File: src/rtl/mul_iter_unit.sv
// mul_iter_unit: iterative shift-add multiplier for the RISC-V M-extension
// MUL / MULH / MULHSU / MULHU operations. It converts signed operands to
// magnitudes, accumulates BITS_PER_CYCLE partial products per cycle, and then
// applies the sign correction to the full product. Only one operation is in
// flight at a time.
//
// Ports
//   clk_i      : clock, rising edge
//   rst_i      : asynchronous reset, active low
//   valid_i    : operation request
//   ready_o    : unit is idle and can accept a request
//   op_i       : 00 MUL, 01 MULH, 10 MULHSU, 11 MULHU
//   ra_i, rb_i : operands a and b
//   tag_i      : pass-through tag (destination register index)
//   flush_i    : kill the in-flight operation
//   valid_o    : result available
//   ready_i    : consumer accepts the result
//   result_o   : selected half of the product
//   product_o  : full signed-corrected product
//   tag_o      : tag of the result

module mul_iter_unit #(
    parameter int WIDTH          = 32,
    parameter int BITS_PER_CYCLE = 4,
    parameter int TAG_W          = 5
) (
    input  logic               clk_i,
    input  logic               rst_i,
    input  logic               valid_i,
    output logic               ready_o,
    input  logic [1:0]         op_i,
    input  logic [WIDTH-1:0]   ra_i,
    input  logic [WIDTH-1:0]   rb_i,
    input  logic [TAG_W-1:0]   tag_i,
    input  logic               flush_i,
    output logic               valid_o,
    input  logic               ready_i,
    output logic [WIDTH-1:0]   result_o,
    output logic [2*WIDTH-1:0] product_o,
    output logic [TAG_W-1:0]   tag_o
);

    localparam int N     = WIDTH / BITS_PER_CYCLE;
    localparam int CNT_W = (N > 1) ? $clog2(N) : 1;
    localparam logic [CNT_W-1:0] CNT_LAST = CNT_W'(N - 1);

    localparam logic [1:0] OP_MUL    = 2'b00;
    localparam logic [1:0] OP_MULH   = 2'b01;
    localparam logic [1:0] OP_MULHSU = 2'b10;

    typedef enum logic [1:0] {
        IDLE = 2'b00,
        BUSY = 2'b01,
        DONE = 2'b10
    } state_t;

    state_t state_q, state_d;

    logic                 armed_q;     // low until the first edge after reset release
    logic [1:0]           op_q;
    logic [TAG_W-1:0]     tag_q;
    logic [2*WIDTH-1:0]   ma_q;        // multiplicand magnitude, shifted left each cycle
    logic [WIDTH-1:0]     mb_q;        // multiplier magnitude, shifted right each cycle
    logic                 neg_q;
    logic [CNT_W-1:0]     cnt_q;
    logic [2*WIDTH-1:0]   acc_q;
    logic [2*WIDTH-1:0]   product_q;

    logic                 accept;
    logic                 last_beat;
    logic                 a_neg, b_neg;
    logic [WIDTH-1:0]     mag_a, mag_b;
    logic [2*WIDTH-1:0]   pp_sum;
    logic [2*WIDTH-1:0]   acc_next;

    assign ready_o   = armed_q && (state_q == IDLE);
    assign valid_o   = (state_q == DONE);
    assign accept    = valid_i && ready_o && !flush_i;
    assign last_beat = (cnt_q == CNT_LAST);

    // MUL uses the low half, which is identical for signed and unsigned
    // operands, so it runs as unsigned.
    assign a_neg = ((op_i == OP_MULH) || (op_i == OP_MULHSU)) && ra_i[WIDTH-1];
    assign b_neg = (op_i == OP_MULH) && rb_i[WIDTH-1];
    // The most-negative value negates to itself, which read as unsigned is
    // exactly 2^(WIDTH-1), the magnitude we want.
    assign mag_a = a_neg ? (~ra_i + 1'b1) : ra_i;
    assign mag_b = b_neg ? (~rb_i + 1'b1) : rb_i;

    // NOTE: every variable assigned in a combinational block gets a default
    // first, so no path leaves it unassigned and no latch is inferred.
    always_comb begin
        pp_sum = '0;
        for (int k = 0; k < BITS_PER_CYCLE; k++) begin
            if (mb_q[k]) begin
                pp_sum = pp_sum + (ma_q << k);
            end
        end
        acc_next = acc_q + pp_sum;
    end

    always_comb begin
        state_d = state_q;
        unique case (state_q)
            IDLE: if (accept) state_d = BUSY;
            BUSY: begin
                if (flush_i)        state_d = IDLE;
                else if (last_beat) state_d = DONE;
            end
            DONE: begin
                // Flush wins over ready: the result is not transferred.
                if (flush_i)        state_d = IDLE;
                else if (ready_i)   state_d = IDLE;
            end
            default: state_d = IDLE;
        endcase
    end

    // NOTE: sequential state uses non-blocking assignments so every register
    // samples the pre-edge values, independent of statement order.
    always_ff @(posedge clk_i or negedge rst_i) begin
        if (!rst_i) begin
            state_q <= IDLE;
            armed_q <= 1'b0;
        end else begin
            state_q <= state_d;
            armed_q <= 1'b1;
        end
    end

    // NOTE: the datapath is a handful of flops, not a memory array, so all of
    // it is reset; outputs read as zero during and right after reset.
    always_ff @(posedge clk_i or negedge rst_i) begin
        if (!rst_i) begin
            op_q      <= '0;
            tag_q     <= '0;
            ma_q      <= '0;
            mb_q      <= '0;
            neg_q     <= 1'b0;
            cnt_q     <= '0;
            acc_q     <= '0;
            product_q <= '0;
        end else if (accept) begin
            op_q  <= op_i;
            tag_q <= tag_i;
            ma_q  <= {{WIDTH{1'b0}}, mag_a};
            mb_q  <= mag_b;
            neg_q <= a_neg ^ b_neg;
            cnt_q <= '0;
            acc_q <= '0;
        end else if ((state_q == BUSY) && !flush_i) begin
            acc_q <= acc_next;
            ma_q  <= ma_q << BITS_PER_CYCLE;
            mb_q  <= mb_q >> BITS_PER_CYCLE;
            if (last_beat) begin
                cnt_q     <= '0;
                product_q <= neg_q ? (~acc_next + 1'b1) : acc_next;
            end else begin
                cnt_q <= cnt_q + CNT_W'(1);
            end
        end
    end

    assign product_o = product_q;
    assign tag_o     = tag_q;
    assign result_o  = (op_q == OP_MUL) ? product_q[WIDTH-1:0]
                                        : product_q[2*WIDTH-1:WIDTH];

endmodule

File: config.mk
export PLATFORM = sky130hd
export DESIGN_NAME = mul_iter_unit
export DESIGN_NICKNAME = d
export VERILOG_FILES = /design/src/rtl/mul_iter_unit.sv
export SDC_FILE = /design/constraint.sdc
export NUM_CORES = 1
export LEC_CHECK = 0
export CAP_MARGIN = 20
export CELL_PAD_IN_SITES_DETAIL_PLACEMENT = 0
export CELL_PAD_IN_SITES_GLOBAL_PLACEMENT = 1
export CORE_MARGIN = 2
export CORE_UTILIZATION = 50
export DETAILED_ROUTE_END_ITERATION = 12
export GPL_TIMING_DRIVEN = 0
export HOLD_SLACK_MARGIN = 0.02
export PLACE_DENSITY = 0.95
export SYNTH_ARGS = -nofsm -noshare
export SYNTH_HDL_FRONTEND = slang
export SYNTH_SLANG_ARGS = --single-unit
File: constraint.sdc
create_clock -name clk_i -period 34.3 [get_ports clk_i]
set_input_delay 6.86 -clock clk_i [delete_from_list [all_inputs] [get_ports clk_i]]
set_output_delay 6.86 -clock clk_i [all_outputs]
set_load 0.01 [all_outputs]
==> metrics.csv, run 1 <==
metric,value,unit
drc_errors,0,
ios,179,
postRouteWirelength,109,mm
ys_seq_area_share,20.4,%
p_per_area,81.3,nW/um^2
rsz0062_at_grt,no,
fmax,0.0544,GHz
finish.net_count,4449,
worstMarginPinSlew,1150,ps
die_h,246,microns
cts.sinks,238,
maxSlewViolCount,0,
synth_area,29200,sq um
fillers,5619,
regArea,5960,sq um
grt_pass1_vias,29200,
synthCells,3903,
syn-num-nets,4237,
place.gp.congestion,0.997,
ctsHoldBuffers,0,
fin_tns_setup,0,ps
p_comb_share,72.7,%
cp_max_fo,10,
synthFlopType,dfrtp_1,
dp_cells,4848,
cts_inserted_buffers,30,
multi_input_area,22000,sq um
max_stage_delay,780,ps
portBuffers,178,
fin_crit,18380,ps
antenna_found_initial,3,
synth_area_per_cell,7.49,sq um
area_growth,13.0,%
switching_share,55.6,%
grt_pass1_wl,168,mm
critPathBufInv,12,
power.internal,0.00119,W
crit_family,compound AO/OA/AOI/OAI gates,
clkTransAtPathRegs,60,ps
drtIter0Drc,3106,
startpoint_type,register,
core,57700,sq um
dpl.hpwl,85.6,mm
arrival,18870,ps
crit_type,register to register,
overflow,0,
stdcell_count,4901,
ir_drop,0.0644,mV
postCtsSetupBuffers,0,
slowest_stage,clkbuf_1,
start_util,50.7,%
synth.distinct_cells,96,
skew,23.6,ps
wl_per_cell,22.3,microns
place_area,32000,sq um
yosys_warnings,0,
endpoint_kind,register,
dieArea,60400,sq um
finalCritPeriodShare,53.6,%
antennaDiodeCount,0,
synth_edf_count,0,
setup_viol,0,
row_count,88,
firstDrtPassIters,6,
async_reset_ff_share,100,%
via_count,31000,
cts_tree,done,
status,completed,
hp-class,register to register,
vias_per_cell,6.33,
drive_gt1_share,4.84,%
insertion_delay,630,ps
hold_viol,0,
seqPwrFrac,15.2,%
track_usage,35.4,%
ant_nets,0,
relSlewSlack,23.2,%
post-route-util,57.2,%
power_switching,0.00149,W
root_buffer,clkbuf_16,
pwr-share-clk,12.2,%
power,0.00269,W
critical_path_required,34790,ps
final_area,33000,sq um
grt_max_degree,123,
drv_cap,0,
cts.path.max_buffers,3,
htree_num_levels,1,
ys_seq_elements,238,
die_w,246,microns
ctsResizeCount,0,
p_leak,15.0,nW
per-layer routing:
layer | share of wire, % | wire length, microns | vias up | global-route usage (%)
li1 | - | - | 14600 | -
met3 | 7.8 | 8540 | 266 | 4.40
met2 | 44 | 48300 | 1310 | 56.1
met1 | 43 | 47300 | 14800 | 48.4
met4 | 4.7 | 5090 | 4 | 14.8
met5 | 0.024 | 26 | - | 0
tightest hold or removal path, stage by stage (launching register included):
cell     delay, ps
dfrtp_1        340
nand2_1         50
nand2_1         60
Yosys cell counts, types with 13 or more instances:
cell | count | area [sq um]
nor2b_1 | 38 | 238
mux2_2 | 104 | 1170
or3_1 | 26 | 163
o211ai_1 | 20 | 150
dfrtp_1 | 238 | 5960
buf_1 | 29 | 109
a21oi_1 | 345 | 1730
o31ai_1 | 38 | 285
nand3_1 | 116 | 581
nand2_1 | 540 | 2030
mux2i_1 | 15 | 150
nand2b_1 | 47 | 294
o21bai_1 | 41 | 308
a221oi_1 | 22 | 193
xor2_1 | 150 | 1310
a31oi_1 | 52 | 325
nor3_1 | 45 | 225
nor4_1 | 21 | 131
clkbuf_1 | 183 | 687
ha_1 | 254 | 3180
and3_1 | 34 | 213
a21o_1 | 164 | 1230
nor2_1 | 213 | 800
xnor2_1 | 206 | 1800
a22oi_1 | 54 | 405
a211oi_1 | 16 | 120
inv_1 | 118 | 443
nand4_1 | 54 | 338
o21a_1 | 39 | 293
a211o_1 | 13 | 114
o21ai_0 | 404 | 2020
o21ai_1 | 23 | 115
and2_1 | 27 | 169
through the flow:
| step | hold slack [ps] | worst slack (ps) |
|---|---|---|
| floorplan | 447 | 21770 |
| global placement | 457 | 15880 |
| detailed placement | 465 | 16630 |
| CTS | 481 | 16510 |
| global route | 493 | 15280 |
| finish | 472 | 15920 |
cell usage in the layout, fill, tap and decap left out, types with 13 or more instances in the layout:
| master | count |
|---|---|
| a22oi_1 | 54 |
| a211oi_1 | 16 |
| clkbuf_1 | 187 |
| nor4_1 | 21 |
| or3_1 | 26 |
| clkbuf_16 | 30 |
| nor2b_1 | 38 |
| ha_1 | 254 |
| and2_1 | 27 |
| a21o_1 | 164 |
| o21ai_1 | 23 |
| inv_1 | 118 |
| dfrtp_1 | 238 |
| xnor2_1 | 206 |
| nand4_1 | 54 |
| xor2_1 | 150 |
| nand2_1 | 540 |
| a221oi_1 | 22 |
| clkdlybuf4s50_1 | 177 |
| mux2_2 | 104 |
| a21oi_1 | 345 |
| and3_1 | 34 |
| o21ai_0 | 404 |
| nand2b_1 | 47 |
| buf_1 | 29 |
| o21bai_1 | 41 |
| a211o_1 | 13 |
| nand3_1 | 116 |
| nor3_1 | 45 |
| mux2i_1 | 15 |
| o211ai_1 | 20 |
| o31ai_1 | 38 |
| nor2_1 | 213 |
| o21a_1 | 39 |
| a31oi_1 | 52 |
logic make-up (layout without fill, tap and decap cells):
group | Yosys count | after routing | share of synthesized area, %
flops | 238 | 238 | 20.4
other cells | 1 | 1 | 0.0128
mux | 119 | 119 | 4.52
xor+xnor | 357 | 357 | 10.7
fa+ha+maj | 259 | 259 | 11.2
compound gates | 1352 | 1352 | 28.8
simple gates | 1242 | 1242 | 20.0
buf+inv | 335 | 568 | 4.33
sequential cells by signal (all words and copies together) (netlist names):
name       count
neg_q          1
mb_q          32
op_q           2
state_q        2
armed_q        1
cnt_q          3
tag_o          5
acc_q         64
ma_q          64
product_o     64
path summary, 6_finish.rpt:
check	startpoint	endpoint	slack (ps)	cells after the start
setup / recovery	mb_q[0]	product_o[63]	15920	61
hold / removal	tag_o[0]	tag_o[0]	470	2
setup reg to reg	mb_q[0]	product_o[63]	15920	61
hold reg to reg	tag_o[0]	tag_o[0]	470	2
max in group asynchronous	rst_i	ma_q[35]	26960	3
min in group asynchronous	rst_i	tag_o[2]	6020	1
power by group through the flow:
stage                     clock network (W)  logic (W)  registers, W
final                              0.000327    0.00195      0.000407
after floorplan                           0    0.00136      0.000376
after CTS                          0.000329    0.00189      0.000403
after global routing               0.000340    0.00211      0.000410
after global placement                    0    0.00187      0.000407
after detailed placement                  0    0.00188      0.000407
final cells by class:
| cell class | count | area share (%) |
|---|---|---|
| multi-input combinational | 3330 | 66.7 |
| sequential | 238 | 18.0 |
| timing repair buffer | 180 | 5.58 |
| tap | 765 | 2.90 |
| clock buffer | 39 | 2.53 |
| buffer | 216 | 2.48 |
| inverter | 119 | 1.35 |
| clock inverter | 14 | 0.477 |
No activity file was read; power rests on OpenSTA's default activity.
==> inputs of run 2 (changes only) <==
Settings changed: CORE_UTILIZATION 50 to 42, PLACE_DENSITY 0.95 to 0.87.
Clock period 34.3 ns to 15.7 ns, I/O delays scaled along.
==> run 2 against run 1 <==
Effect of this change:
- core utilization is 8.6 points lower
- first-iteration DRC count down 6.2%
- combinational power grew 120%
- die area increased by 19%
- critical endpoint unchanged
- largest power group unchanged
==> metrics.csv, run 2 (synthesis results as in run 1) <==
metric,value,unit
status,completed,
drc_errors,0,
row_count,96,
p_comb_share,72.7,%
power_switching,0.00335,W
switching_share,55.8,%
vias_per_cell,6.10,
critical_path_required,16210,ps
ios,179,
r2r_start,mb_q[0],
postCtsSetupBuffers,0,
finish.net_count,4448,
pwr-share-clk,12.4,%
dp_cells,5014,
root_buffer,clkbuf_16,
fmax,0.0665,GHz
htree_num_levels,1,
fin_crit,15040,ps
final_cell_mix,"nand2_1 (540), o21ai_0 (402), a21oi_1 (344)",
final_common_cell,nand2_1,
p_per_area,180,nW/um^2
area_growth,14.2,%
cts_tree,done,
slowest_stage,o31ai_1,
max_stage_delay,640,ps
cts.path.max_buffers,3,
dp_slack,-2030,ps
die_w,268,microns
die_h,268,microns
start_util,42.5,%
drv_cap,0,
arrival,15560,ps
timing.hold.ws,480,ps
hold_viol,0,
endpoint_kind,register,
relSlewSlack,24.1,%
stdcell_count,5069,
startpoint,mb_q[0],
skew,53.7,ps
antenna_found_initial,5,
cts_inserted_buffers,30,
cts.sinks,238,
drive_gt1_share,5.29,%
wl_per_cell,22.2,microns
maxSlewViolCount,0,
startpoint_type,register,
grt_max_degree,106,
worstMarginPinSlew,1140,ps
cp_max_fo,19,
postRouteWirelength,113,mm
dpl.hpwl,88.6,mm
overflow,0,
power.internal,0.00265,W
clkTransAtPathRegs,60,ps
dieArea,71700,sq um
timing.final.ws_setup,658,ps
ir_drop,0.158,mV
via_count,30900,
grt_pass1_wl,172,mm
insertion_delay,650,ps
portBuffers,178,
ant_nets,0,
hold_start,tag_o[4],
p_leak,15.1,nW
seqPwrFrac,14.8,%
firstDrtPassIters,6,
hp-class,register to register,
crit_type,register to register,
setup_viol,0,
core,68700,sq um
grt_pass1_vias,28900,
drtIter0Drc,2914,
track_usage,30.7,%
place.gp.congestion,0.986,
finalCritPeriodShare,95.8,%
fin_tns_setup,0,ps
[run 2: worst max-delay path, delay by kind of cell, from the launching register on]
kind                       cells  cell delay [ps]
DFF                            1              510
and+or+nand+nor               14             2780
muxes                          1              320
AOI/OAI and AO/OA             21             5460
buffers and inverters         11             2680
adders and majority gates      5             1530
xor gates and xnor gates       6             1600
[run 2: timing repair]
| action | 4_1_cts | 5_1_grt |
|---|---|---|
| pin swaps | 0 | 1 |
| hold buffers | 0 | 0 |
| gates resized for setup | 12 | 21 |
| endpoints found under the setup margin | 39 | 20 |
[run 2: power groups by stage]
stage               sequential, W  clock, W  combinational (W)
finish                   0.000887  0.000746            0.00436
detailed placement       0.000889         0            0.00418
CTS                      0.000881  0.000753            0.00421
global placement         0.000890         0            0.00417
global route             0.000897  0.000775            0.00471
floorplan                0.000822         0            0.00297
[run 2: cell type report]
cell class	instances	area, sq um
Tap cell	931	1160
Multi-Input combinational cell	3330	22100
Fill cell	7018	35300
Antenna cell	2	5.00
Buffer	214	835
Inverter	119	447
Clock inverter	14	205
Clock buffer	40	828
Sequential cell	238	5960
Timing Repair Buffer	181	1860
[run 2: per-layer routing]
layer | GRT usage [%] | vias to the layer above | wire length, microns
li1 | - | 14600 | -
met1 | 42.4 | 14800 | 49700
met2 | 48.6 | 1235 | 49200
met3 | 3.89 | 227 | 8560
met4 | 12.2 | 4 | 5090
met5 | 0 | - | 18
[run 2: path summary, 6_finish.rpt]
kind                                 end  slack [ps]  cells after the start
setup / recovery           product_o[63]         660                     58
hold / removal                  tag_o[4]         480                      2
setup reg to reg           product_o[63]         660                     58
hold reg to reg                 tag_o[4]         480                      2
max in group asynchronous       ma_q[40]       11880                      3
min in group asynchronous       tag_o[4]        2550                      1
[run 2: per-stage QoR]
step	util (%)	area (sq um)	total power [W]
2_1_floorplan	-	29200	0.00380
3_3_place_gp	46.8	32200	0.00506
3_5_place_dp	46.9	32200	0.00507
4_1_cts	48.5	33300	0.00585
5_1_grt	48.6	33400	0.00638
6_report	48.6	33400	0.00599
